`src/rtl/snn_pkg.sv`:
```
// snn_pkg: layer-wide SNN defaults and the AER event type shared by neuron arrays, arbiters and the router
package snn_pkg;
    localparam int N_NEURON_DEF   = 8;
    localparam int ADDR_WIDTH_DEF = 3;
    typedef struct packed {
        logic [ADDR_WIDTH_DEF-1:0] addr;
    } aer_event_t;
endpackage

```
`src/rtl/rr_priority_pick.sv`:
```
// rr_priority_pick: combinational round-robin picker
// Ports: req_i request vector, ptr_i highest-priority index,
//        any_o some request is set, idx_o first set index at or after ptr_i (wrapping)
module rr_priority_pick #(
    parameter int N = 8,
    parameter int W = 3
) (
    input  logic [N-1:0] req_i,
    input  logic [W-1:0] ptr_i,
    output logic         any_o,
    output logic [W-1:0] idx_o
);
    always_comb begin
        int s;
        logic [W-1:0] j;
        any_o = |req_i;
        idx_o = '0;
        // Scan from farthest to nearest so the nearest hit wins.
        for (int k = N - 1; k >= 0; k--) begin
            s = int'(ptr_i) + k;
            j = W'(s >= N ? s - N : s);
            if (req_i[j]) idx_o = j;
        end
    end
endmodule

```
`src/rtl/spike_aer_arbiter.sv`:
```
// spike_aer_arbiter: serializes per-neuron spike pulses into a round-robin AER valid/ready stream
// Ports: clk, rst (sync, active-high); in_spike one pulse bit per neuron;
//        out_valid/out_ready/out_addr event handshake; busy work outstanding;
//        overflow one-cycle pulse after any dropped spike;
//        drop_cnt saturating drop count (only with SPIKE_AER_DROP_CNT_EN defined)
module spike_aer_arbiter
    import snn_pkg::*;
#(
    parameter int N_NEURON       = N_NEURON_DEF,
    parameter int ADDR_WIDTH     = ADDR_WIDTH_DEF,
    parameter int DROP_CNT_WIDTH = 8
) (
    input  logic                      clk,
    input  logic                      rst,
    input  logic [N_NEURON-1:0]       in_spike,
    output logic                      out_valid,
    input  logic                      out_ready,
    output logic [ADDR_WIDTH-1:0]     out_addr,
    output logic                      busy,
    output logic                      overflow
`ifdef SPIKE_AER_DROP_CNT_EN
    ,
    output logic [DROP_CNT_WIDTH-1:0] drop_cnt
`endif
);
    if (N_NEURON < 2 || ADDR_WIDTH != $clog2(N_NEURON) || DROP_CNT_WIDTH < 1) begin : g_bad_cfg
        $error("spike_aer_arbiter: inconsistent parameters");
    end

    logic [N_NEURON-1:0]   pending_q, pending_d, grant, drop;
    logic [ADDR_WIDTH-1:0] ptr_q, ptr_d, addr_q, addr_d, gidx;
    logic                  valid_q, valid_d, ovf_q, ovf_d, any, load, take;

    rr_priority_pick #(.N(N_NEURON), .W(ADDR_WIDTH)) u_pick (
        .req_i (pending_q),
        .ptr_i (ptr_q),
        .any_o (any),
        .idx_o (gidx)
    );

    always_comb begin
        load      = !valid_q || out_ready;
        take      = load && any;
        grant     = take ? (N_NEURON'(1) << gidx) : '0;
        // A re-spike on the granted neuron re-arms its bit instead of dropping.
        drop      = in_spike & pending_q & ~grant;
        pending_d = (pending_q & ~grant) | in_spike;
        valid_d   = load ? any : valid_q;
        addr_d    = take ? gidx : addr_q;
        ptr_d     = take ? (gidx == ADDR_WIDTH'(N_NEURON - 1) ? '0 : gidx + 1'b1) : ptr_q;
        ovf_d     = |drop;
    end

    always_ff @(posedge clk) begin
        if (rst) begin
            pending_q <= '0;
            ptr_q     <= '0;
            valid_q   <= 1'b0;
            addr_q    <= '0;
            ovf_q     <= 1'b0;
        end else begin
            pending_q <= pending_d;
            ptr_q     <= ptr_d;
            valid_q   <= valid_d;
            addr_q    <= addr_d;
            ovf_q     <= ovf_d;
        end
    end

    assign out_valid = valid_q;
    assign out_addr  = addr_q;
    assign overflow  = ovf_q;
    assign busy      = (|pending_q) || valid_q;

`ifdef SPIKE_AER_DROP_CNT_EN
    localparam int CW = $clog2(N_NEURON + 1);
    localparam int SW = DROP_CNT_WIDTH + 1;
    logic [CW-1:0]             n_drop;
    logic [SW-1:0]             cnt_sum;
    logic [DROP_CNT_WIDTH-1:0] cnt_q, cnt_d;

    always_comb begin
        n_drop = '0;
        for (int i = 0; i < N_NEURON; i++) n_drop = n_drop + CW'(drop[i]);
        cnt_sum = {1'b0, cnt_q} + SW'(n_drop);
        cnt_d   = cnt_sum[SW-1] ? '1 : cnt_sum[DROP_CNT_WIDTH-1:0];
    end

    always_ff @(posedge clk) begin
        if (rst) cnt_q <= '0;
        else     cnt_q <= cnt_d;
    end

    assign drop_cnt = cnt_q;
`endif
endmodule

```
`config.mk`:
```
export PLATFORM = sky130hd
export DESIGN_NAME = spike_aer_arbiter
export DESIGN_NICKNAME = d
export VERILOG_FILES = /design/src/rtl/snn_pkg.sv /design/src/rtl/rr_priority_pick.sv /design/src/rtl/spike_aer_arbiter.sv
export SDC_FILE = /design/constraint.sdc
export NUM_CORES = 1
export LEC_CHECK = 0
export BUFFER_PORTS_ARGS = -buffer_cell sky130_fd_sc_hd__buf_4
export CORE_UTILIZATION = 63
export DETAILED_ROUTE_END_ITERATION = 16
export PLACE_DENSITY = 0.95
export SLEW_MARGIN = 20
export SYNTH_ARGS = -nofsm -noshare
export SYNTH_HDL_FRONTEND = slang
export SYNTH_SLANG_ARGS = --single-unit
```
`constraint.sdc`:
```
create_clock -name clk -period 7.2 [get_ports clk]
set_input_delay 0.36 -clock clk [delete_from_list [all_inputs] [get_ports clk]]
set_output_delay 0.36 -clock clk [all_outputs]
set_load 0.02 [all_outputs]
```
==> results of run 1 <==
## cell families (layout without fill, tap and decap cells)
kind of cell    Yosys count  count (layout)  synth area share
mux                      17              17            0.1906
flops                    16              16            0.1983
buf+inv                  17              28           0.05499
compound gates           51              51            0.2781
fa+ha+maj                 8               8           0.06197
xor+xnor                  6               6           0.03254
simple gates             63              63            0.1836
## worst min-delay path by stage
stage / depth (start not counted) / slack [ns] / start / endpoint
detailed placement: 2 / 0.46 / out_addr[2] / out_addr[2]
floorplan: 2 / 0.48 / in_spike[3] / pending_q[3]
CTS: 3 / 0.29 / in_spike[3] / pending_q[3]
global route: 3 / 0.29 / in_spike[3] / pending_q[3]
global placement: 2 / 0.45 / out_addr[2] / out_addr[2]
finish: 3 / 0.30 / in_spike[3] / pending_q[3]
## worst min-delay path, cell delays in order
cell and delay (ns):
buf_4 0.09, nor2_1 0.04, nor2_1 0.07
## layout by cell type, fill, tap and decap left out, types with 2 or more instances in the layout
master / Yosys / layout
nor2_1: 21 / 21
nand2_1: 18 / 18
buf_4: 0 / 16
dfxtp_1: 16 / 16
a211oi_1: 8 / 8
ha_1: 8 / 8
inv_1: 7 / 7
a21oi_1: 7 / 7
a211oi_2: 6 / 6
mux4_2: 5 / 5
mux2_4: 4 / 4
nor3_1: 4 / 4
o22ai_1: 4 / 4
mux4_1: 3 / 3
xor2_1: 3 / 3
xnor2_1: 3 / 3
and3_1: 3 / 3
o211ai_1: 3 / 3
nand3_1: 3 / 3
clkbuf_4: 0 / 3
mux2_2: 2 / 2
mux2i_1: 2 / 2
o21ai_0: 2 / 2
nor2b_1: 2 / 2
a311oi_1: 2 / 2
a22o_1: 2 / 2
a22oi_1: 2 / 2
or4_1: 2 / 2
nand2b_1: 2 / 2
a21boi_0: 2 / 2
and2_1: 2 / 2
nand3b_1: 2 / 2
## Yosys cell counts, types with 3 or more instances
| library cell | number | area, sq um |
|---|---|---|
| xnor2_1 | 3 | 26.28 |
| a21oi_1 | 7 | 35.03 |
| nor2_1 | 21 | 78.83 |
| ha_1 | 8 | 100.1 |
| and3_1 | 3 | 18.77 |
| inv_1 | 7 | 26.28 |
| mux2_4 | 4 | 60.06 |
| a211oi_1 | 8 | 60.06 |
| nand2_1 | 18 | 67.56 |
| a211oi_2 | 6 | 75.07 |
| o211ai_1 | 3 | 22.52 |
| mux4_2 | 5 | 112.6 |
| mux4_1 | 3 | 78.83 |
| buf_6 | 3 | 33.78 |
| dfxtp_1 | 16 | 320.3 |
| nand3_1 | 3 | 15.01 |
| clkbuf_1 | 3 | 11.26 |
| xor2_1 | 3 | 26.28 |
| o22ai_1 | 4 | 25.02 |
| nor3_1 | 4 | 20.02 |
## metal layers
metal	up-vias	routed length, um
met5	-	0
met4	0	95
met3	19	285
met2	85	1967
met1	696	1665
li1	698	-
## per-stage QoR
stage          utilization  area (sq um)  worst slack, ns  hold WS (ns)  std cells
6_report            0.7539          1748            2.940        0.2992        217
5_1_grt             0.7539          1748            2.624        0.2901        217
4_1_cts             0.7539          1748            3.007        0.2899        217
3_5_place_dp        0.7383          1712            3.027        0.4595        213
3_3_place_gp        0.7383          1712            3.164        0.4455        213
2_1_floorplan            -          1615            3.516        0.4807        178
## layout make-up
class                           instances  area [sq um]
Tap cell                               28         35.03
Timing Repair Buffer                   16         120.1
Fill cell                             151         570.5
Sequential cell                        16         320.3
Inverter                                8         30.03
Multi-Input combinational cell        145          1206
Clock buffer                            4         36.28
## flip-flops by register name (all words and copies together) (netlist names)
name / cells
pending_q: 8
out_addr: 3
ptr_q: 3
out_valid: 1
overflow: 1
==> impl_summary.log, run 1 <==
[metrics] I/O Buffers: 16
[metrics] Ant. Diodes: 0
[metrics] Final Max Slew Viols: 0
[metrics] nature of the critical path startpoint: flop
[metrics] worst setup path end: overflow
[metrics] Die ar.: 0.002770 sq mm
[metrics] Layout Area Growth over Synthesis: 8.211%
[metrics] data arrival time at the worst-slack endpoint: 4.44 ns
[metrics] launch point of the worst reg-to-reg path: ptr_q[1]
[metrics] largest net degree at the start of global routing: 20
[metrics] Routed Antenna Nets: 0
[metrics] number of synthesized flops with an enable pin: 0
[metrics] met1 global-route usage: 0.3989
[metrics] via count of the first global-routing pass: 1437
[metrics] Max-Cap Viols: 0
[metrics] Synth async-reset ratio: 0
[metrics] critical path depth in cells: 15
[metrics] fraction of layout cells with a size suffix above 1: 0.2434
[metrics] Die Y: 52.64 um
[metrics] endpoint type of the worst setup path: flop
[metrics] kind of cell with the highest combined delay on the critical path: compound AO/OA/AOI/OAI gates
[metrics] clock network latency to the later pin of the worst-skew pair: 0.30 ns
[metrics] met3 Use GR: 0.04058
[metrics] routability congestion estimate from global placement: 0.9487
[metrics] count of boundary I/O pins: 17
[metrics] final clock skew: 0.005111 ns
[metrics] Worst slew margin: 0.5004
[metrics] post-detailed-routing wire length: 4.015 mm
[metrics] register clock-pin slew on the reported worst setup and hold paths: 0.10 ns
[metrics] Worst path max stage delay: 0.65 ns
[metrics] distinct cell type count of the synthesized netlist: 53
[metrics] level count of the clock H-tree: 1
[metrics] number of iterations in the first detailed-routing pass: 6
[metrics] chip width: 52.64 um
[metrics] synthesis warning total: 0
[metrics] share of the yosys chip area belonging to registers: 0.1983
[metrics] ordered list of cells on the worst path: inv_1, ha_1, mux4_2, mux2i_2, a211oi_1, o31ai_1, a22oi_2, inv_1, ha_1, ha_1, a21boi_0, a211oi_1, nand4_1, a311oi_1, o22ai_1
[metrics] Sink Count: 16
[metrics] DR WL/cell: 18.50 um
[metrics] met2 GRT Util: 0.5717
[metrics] unrepaired setup endpoints after global routing: no
[metrics] worst-path maximum fanout: 11
[metrics] number of setup buffers added after CTS: 0
[metrics] starting density of the core: 0.6967
[metrics] mapped cell area: 0.001615 sq mm
[metrics] via total after detailed routing: 1498
[metrics] via count normalized by instance count: 6.903
[metrics] Reg2Reg Capture Point: overflow
[metrics] Cells after Synth: 178
[metrics] most frequently used flop master after synthesis: dfxtp_1
[metrics] total clock buffers created by CTS: 3
[metrics] Final Hold Viols: 0
[metrics] Crit Path Class: flop to flop
[metrics] clock tree from TritonCTS: built
[metrics] number of antenna violations at the first check in global routing: 0
[metrics] syn nets: 197
[metrics] Clock Path Buffers: 2
[metrics] count of nets after finishing: 209
[metrics] first element of the critical path: ptr_q[1]
[metrics] status: finished, final reports clean
[metrics] final routed DRC violation total: 0
[metrics] Mapped Avg Cell Area: 9.075 sq um
[metrics] class of the worst hold path: primary input to flop
[metrics] HPWL after detailed placement: 2.907 mm
[metrics] total negative slack: 0 ns
[metrics] critical path required time: 7.38 ns
[metrics] GR Overflow Total: 0
[metrics] initial DRC count: 126
[metrics] count of buffer and inverter cells on the critical path: 2
[metrics] slew at the pin with the worst max-slew slack: 0.7416 ns
[metrics] aggregate global-route resource usage: 0.3244
[metrics] part of the cycle the worst path needs: 0.5917
[metrics] max frequency: 234.7 MHz
[metrics] global-route wire length before repair: 6.527 mm
[metrics] R2R depth: 15
[metrics] Core ar.: 0.002318 sq mm
[metrics] CTS resizes: 0
[metrics] hold bufs inserted after CTS: 0
[metrics] minimum clock period: 4.260 ns
[metrics] cell at the slowest stage of the critical path: dfxtp_1
[metrics] Final setup viols: 0
[metrics] Seq cells post-synth: 16
[metrics] GRT busiest layer: met2
[metrics] Root Driver: clkbuf_4
[metrics] worst setup slack for register-to-register paths: 2.94 ns
[metrics] most frequent cell on the critical path: ha_1
[metrics] Row Count: 17
Power of run 1 is not shown: default switching activity piles up to over one toggle a cycle in this logic, so the estimate is an artifact.
==> run 2, diff against run 1 <==
--- a/config.mk
+++ b/config.mk
@@ -6,9 +6,9 @@
 export NUM_CORES = 1
 export LEC_CHECK = 0
 export BUFFER_PORTS_ARGS = -buffer_cell sky130_fd_sc_hd__buf_4
-export CORE_UTILIZATION = 63
+export CORE_UTILIZATION = 59
 export DETAILED_ROUTE_END_ITERATION = 16
-export PLACE_DENSITY = 0.95
+export PLACE_DENSITY = 0.91
 export SLEW_MARGIN = 20
 export SYNTH_ARGS = -nofsm -noshare
 export SYNTH_HDL_FRONTEND = slang
==> constraint.sdc (replaced) <==
create_clock -name clk -period 4 [get_ports clk]
set_input_delay 0.2 -clock clk [delete_from_list [all_inputs] [get_ports clk]]
set_output_delay 0.2 -clock clk [all_outputs]
set_load 0.02 [all_outputs]
==> impl_summary.log, run 2 (synthesis gave the netlist of run 1 again) <==
[metrics] commonest cells after routing, fill and taps aside: nor2_1, nand2_1, buf_4 (was nor2_1, nand2_1, buf_4, dfxtp_1)
[metrics] clock network latency to the later pin of the worst-skew pair: 0.30 ns (about the same)
[metrics] via count normalized by instance count: 6.697 (was 6.903)
[metrics] endpoint type of the worst setup path: flop (unchanged)
[metrics] most common cell after layout, fill and taps aside: nor2_1 (unchanged)
[metrics] worst setup slack for register-to-register paths: 0.29 ns (was 2.94 ns)
[metrics] Die Y: 54.33 um (was 52.64 um)
[metrics] slew at the pin with the worst max-slew slack: 0.7477 ns (was 0.7416 ns)
[metrics] Die ar.: 0.002951 sq mm (was 0.002770 sq mm)
[metrics] starting density of the core: 0.6404 (was 0.6967)
[metrics] GR Overflow Total: 0 (unchanged)
[metrics] Routed Antenna Nets: 0 (unchanged)
[metrics] Final Hold Viols: 0 (unchanged)
[metrics] clock tree from TritonCTS: built (unchanged)
[metrics] chip width: 54.33 um (was 52.64 um)
[metrics] final clock skew: 0.0005086 ns (was 0.005111 ns)
[metrics] Final setup viols: 0 (unchanged)
[metrics] number of antenna violations at the first check in global routing: 0 (unchanged)
[metrics] fraction of layout cells with a size suffix above 1: 0.2565 (was 0.2434)
[metrics] flip-flop count of the largest register after layout: 8 (unchanged)
[metrics] count of boundary I/O pins: 17 (unchanged)
[metrics] count of nets after finishing: 211 (was 209)
[metrics] number of setup buffers added after CTS: 0 (unchanged)
[metrics] via count of the first global-routing pass: 1323 (was 1437)
[metrics] max frequency: 269.4 MHz (was 234.7 MHz)
[metrics] final routed DRC violation total: 0 (unchanged)
[metrics] area of all sequential standard cells: 320.3 sq um (unchanged)
[metrics] multi-input combinational cell area: 0.001211 sq mm (was 0.001206 sq mm)
[metrics] global-route wire length before repair: 5.996 mm (was 6.527 mm)
[metrics] status: finished, final reports clean (unchanged)
[metrics] Worst slew margin: 0.5005 (was 0.5004)
[metrics] part of the cycle the worst path needs: 0.9281 (was 0.5917)
[metrics] Cells on Worst Hold Path: 3 (unchanged)
[metrics] routability congestion estimate from global placement: 0.9677 (was 0.9487)
[metrics] post-detailed-routing wire length: 3.788 mm (was 4.015 mm)
[metrics] largest net degree at the start of global routing: 20 (unchanged)
[metrics] aggregate global-route resource usage: 0.2871 (was 0.3244)
[metrics] total negative slack: 0 ns (unchanged)
[metrics] critical path required time: 4.19 ns (was 7.38 ns)
[metrics] total clock buffers created by CTS: 3 (unchanged)
[metrics] level count of the clock H-tree: 1 (unchanged)
[metrics] register clock-pin slew on the reported worst setup and hold paths: 0.10 ns (about the same)
[metrics] worst-path maximum fanout: 9 (was 11)
[metrics] HPWL after detailed placement: 2.897 mm (was 2.907 mm)
[metrics] Ant. Diodes: 0 (unchanged)
[metrics] smallest setup slack after layout: 0.2877 ns (was 2.940 ns)
[metrics] pre-CTS setup slack: 0.3091 ns (was 3.027 ns)
[metrics] unrepaired setup endpoints after global routing: no (unchanged)
[metrics] Crit Path Class: flop to flop (unchanged)
[metrics] Final Max Slew Viols: 0 (unchanged)
[metrics] initial DRC count: 59 (was 126)
[metrics] via total after detailed routing: 1480 (was 1498)
[metrics] Max-Cap Viols: 0 (unchanged)
[metrics] Clock Path Buffers: 2 (unchanged)
[metrics] number of iterations in the first detailed-routing pass: 5 (was 6)
[metrics] I/O Buffers: 16 (unchanged)
[metrics] Layout Area Growth over Synthesis: 9.605% (was 8.211%)
[metrics] share of the core filled with cells: 0.7019 (was 0.7539)
[metrics] Row Count: 18 (was 17)
[metrics] R2R depth: 13 (was 15)
[metrics] Core ar.: 0.002522 sq mm (was 0.002318 sq mm)
[metrics] Sink Count: 16 (unchanged)
[metrics] filler instances: 189 (was 151)
[metrics] most flop-heavy register: pending_q (unchanged)
[metrics] data arrival time at the worst-slack endpoint: 3.90 ns (was 4.44 ns)
[metrics] Root Driver: clkbuf_4 (unchanged)
[metrics] nature of the critical path startpoint: flop (unchanged)
[metrics] class of the worst hold path: primary input to flop (unchanged)
[metrics] minimum clock period: 3.712 ns (was 4.260 ns)
[metrics] DR WL/cell: 17.14 um (was 18.50 um)
[run 2: cell count changes in the layout (fill, tap and decap cells not counted), sizes merged]
cell  previous run  this run
buf             16        18
[run 2: what timing repair did]
item                       4_1_cts  5_1_grt
hold buffers                     0        0
gates resized for setup          0        1
hold endpoints to repair         0        0
setup endpoints to repair        0        1
[run 2: path summary, 6_finish.rpt]
check | start | to
max | ptr_q[1] | overflow
min | in_spike[7] | pending_q[7]
max reg2reg | ptr_q[1] | overflow
min reg2reg | out_addr[2] | out_addr[2]
[run 2: cell type report]
| cell class | instances | area share |
|---|---|---|
| multi-input combinational | 145 | 0.6841 |
| sequential | 16 | 0.1809 |
| timing repair buffer | 18 | 0.07633 |
| tap | 30 | 0.02120 |
| clock buffer | 4 | 0.02049 |
| inverter | 8 | 0.01696 |
[run 2: worst max-delay path, cell delays in order (launching register included)]
cell	delay, ns
dfxtp_1	0.34
inv_1	0.06
ha_1	0.50
mux4_2	0.47
mux2_4	0.34
and3_1	0.19
a311oi_1	0.30
o2bb2ai_2	0.20
ha_1	0.25
o211ai_1	0.16
a221oi_1	0.31
nand4_1	0.14
a311oi_1	0.23
o22ai_1	0.11
[run 2: per-layer routing]
layer | up-vias | global-route usage | wire [um]
met3 | 7 | 0.02222 | 212
met1 | 703 | 0.3671 | 1671
met4 | 0 | 0.1282 | 52
li1 | 705 | - | -
met2 | 65 | 0.4898 | 1852
met5 | - | 0 | 0
[run 2: stage by stage]
stage	hold WS [ns]	cell area, sq um	instances
floorplan	0.3207	1615	178
global placement	0.4207	1729	217
detailed placement	0.4330	1729	217
CTS	0.1197	1765	221
global route	0.1387	1770	221
finish	0.1174	1770	221
Power of run 2 is left out for the same reason.
==> run 3, diff against run 2 <==
--- a/config.mk
+++ b/config.mk
@@ -8,7 +8,10 @@
 export BUFFER_PORTS_ARGS = -buffer_cell sky130_fd_sc_hd__buf_4
 export CORE_UTILIZATION = 59
 export DETAILED_ROUTE_END_ITERATION = 16
+export GPL_TIMING_DRIVEN = 0
+export MAX_ROUTING_LAYER = met4
 export PLACE_DENSITY = 0.91
+export SETUP_SLACK_MARGIN = 0.02
 export SLEW_MARGIN = 20
 export SYNTH_ARGS = -nofsm -noshare
 export SYNTH_HDL_FRONTEND = slang
==> impl_summary.log, run 3 (synthesis gave the netlist of run 1 again) <==
[metrics] Row Count: 18 (unchanged)
[metrics] Crit Path Class: flop to flop (unchanged)
[metrics] area of all sequential standard cells: 321.6 sq um (was 320.3 sq um)
[metrics] filler instances: 197 (was 189)
[metrics] Worst slew margin: 0.5147 (was 0.5005)
[metrics] most common cell after layout, fill and taps aside: nor2_1 (unchanged)
[metrics] worst-path maximum fanout: 10 (was 9)
[metrics] Final Max Slew Viols: 0 (unchanged)
[metrics] chip width: 54.33 um (unchanged)
[metrics] slew at the pin with the worst max-slew slack: 0.7203 ns (was 0.7477 ns)
[metrics] starting density of the core: 0.6404 (unchanged)
[metrics] critical path required time: 4.17 ns (was 4.19 ns)
[metrics] clock tree from TritonCTS: built (unchanged)
[metrics] final routed DRC violation total: 0 (unchanged)
[metrics] Root Driver: clkbuf_4 (unchanged)
[metrics] count of boundary I/O pins: 17 (unchanged)
[metrics] global-route wire length before repair: 6.058 mm (was 5.996 mm)
[metrics] count of nets after finishing: 217 (was 211)
[metrics] most flop-heavy register: pending_q (unchanged)
[metrics] Final setup viols: 0 (unchanged)
[metrics] via count of the first global-routing pass: 1364 (was 1323)
[metrics] via total after detailed routing: 1507 (was 1480)
[metrics] Die Y: 54.33 um (unchanged)
[metrics] DR WL/cell: 16.67 um (was 17.14 um)
[metrics] fraction of layout cells with a size suffix above 1: 0.2741 (was 0.2565)
[metrics] Max-Cap Viols: 0 (unchanged)
[metrics] multi-input combinational cell area: 0.001224 sq mm (was 0.001211 sq mm)
[metrics] via count normalized by instance count: 6.639 (was 6.697)
[metrics] Layout Area Growth over Synthesis: 12.94% (was 9.605%)
[metrics] final clock skew: 0.002145 ns (was 0.0005086 ns)
[metrics] number of iterations in the first detailed-routing pass: 4 (was 5)
[metrics] number of antenna violations at the first check in global routing: 0 (unchanged)
[metrics] post-placement cell area: 0.001765 sq mm (was 0.001729 sq mm)
[metrics] unrepaired setup endpoints after global routing: no (unchanged)
[metrics] hold bufs inserted after CTS: 0 (unchanged)
[metrics] Core ar.: 0.002522 sq mm (unchanged)
[metrics] Clock Path Buffers: 2 (unchanged)
[metrics] data arrival time at the worst-slack endpoint: 3.97 ns (was 3.90 ns)
[metrics] Routed Antenna Nets: 0 (unchanged)
[metrics] register clock-pin slew on the reported worst setup and hold paths: 0.10 ns (about the same)
[metrics] max frequency: 263.0 MHz (was 269.4 MHz)
[metrics] initial DRC count: 82 (was 59)
[metrics] endpoint type of the worst setup path: flop (unchanged)
[metrics] HPWL after detailed placement: 2.914 mm (was 2.897 mm)
[metrics] largest net degree at the start of global routing: 11 (was 20)
[metrics] total clock buffers created by CTS: 3 (unchanged)
[metrics] minimum clock period: 3.802 ns (was 3.712 ns)
[metrics] commonest cells after routing, fill and taps aside: nor2_1, nand2_1, buf_4 (unchanged)
[metrics] class of the worst hold path: primary input to flop (unchanged)
[metrics] Ant. Diodes: 0 (unchanged)
[metrics] Die ar.: 0.002951 sq mm (unchanged)
[metrics] Final Hold Viols: 0 (unchanged)
[metrics] Sink Count: 16 (unchanged)
[metrics] aggregate global-route resource usage: 0.2962 (was 0.2871)
[metrics] post-detailed-routing wire length: 3.783 mm (was 3.788 mm)
[metrics] routability congestion estimate from global placement: 0.9678 (was 0.9677)
[metrics] clock network latency to the later pin of the worst-skew pair: 0.29 ns (was 0.30 ns)
[metrics] flip-flop count of the largest register after layout: 8 (unchanged)
[metrics] nature of the critical path startpoint: flop (unchanged)
[metrics] I/O Buffers: 15 (was 16)
[metrics] GR Overflow Total: 0 (unchanged)
[metrics] post-layout instance area: 0.001824 sq mm (was 0.001770 sq mm)
[metrics] worst setup slack for register-to-register paths: 0.20 ns (was 0.29 ns)
[metrics] status: finished, final reports clean (unchanged)
[metrics] level count of the clock H-tree: 1 (unchanged)
[metrics] part of the cycle the worst path needs: 0.9506 (was 0.9281)
==> run 3: cell count changes in the layout (fill, tap and decap cells not counted) <==
| cell | delta |
|---|---|
| buf_2 | +2 |
| buf_1 | +1 |
| ha_4 | +1 |
| dfxtp_1 | -1 |
| buf_6 | +3 |
| buf_4 | -2 |
| ha_1 | -1 |
| clkbuf_1 | +2 |
| dfxtp_2 | +1 |
==> run 3: cell type report <==
| class | instances | share of cell area |
|---|---|---|
| Timing Repair Buffer | 16 | 0.06584 |
| Sequential cell | 16 | 0.1763 |
| Tap cell | 30 | 0.02058 |
| Inverter | 8 | 0.01646 |
| Clock buffer | 4 | 0.01989 |
| Multi-Input combinational cell | 145 | 0.6708 |
| Buffer | 8 | 0.03018 |
==> run 3: path summary, 6_finish.rpt <==
check,from,to,cells past startpoint
worst max-delay path,ptr_q[0],overflow,14
worst min register to register,out_addr[2],out_addr[2],2
worst min-delay path,in_spike[7],pending_q[7],3
worst max register to register,ptr_q[0],overflow,14
==> run 3: stage by stage <==
stage	utilization	hold slack, ns	std cells	setup TNS (ns)	setup WS [ns]
CTS	0.7143	0.1228	226	0	0.07877
floorplan	-	0.3207	178	0	0.3158
global route	0.7232	0.1563	227	0	0.02804
detailed placement	0.6999	0.4267	223	-0.2733	-0.2733
global placement	0.6999	0.4208	223	-0.1725	-0.1725
finish	0.7232	0.1288	227	0	0.1976
==> run 3: worst max-delay path, stage by stage, from the launching register on <==
cell and delay (ns):
dfxtp_2 0.41, buf_6 0.17, inv_1 0.08, ha_4 0.34
mux4_1 0.37, mux2_4 0.35, and3_1 0.20, a311oi_1 0.30
o2bb2ai_2 0.20, ha_1 0.25, o211ai_1 0.16, a221oi_1 0.33
nand4_1 0.18, a311oi_1 0.22, o22ai_1 0.10
==> run 3: per-layer routing <==
layer / vias to the layer above / global-route usage / routed length (um)
li1: 714 / - / -
met1: 719 / 0.3677 / 1670
met2: 66 / 0.5081 / 1821
met3: 8 / 0.03333 / 238
met4: 0 / 0.07692 / 52
met5: - / - / 0
==> run 3: repair_timing <==
item                                   4_1_cts  5_1_grt
pin swaps                                    1        0
resized for setup                            2        2
buffers inserted                             0        1
setup endpoints to repair                    1        1
endpoints found under the hold margin        0        0
Power of run 3 is left out for the same reason.
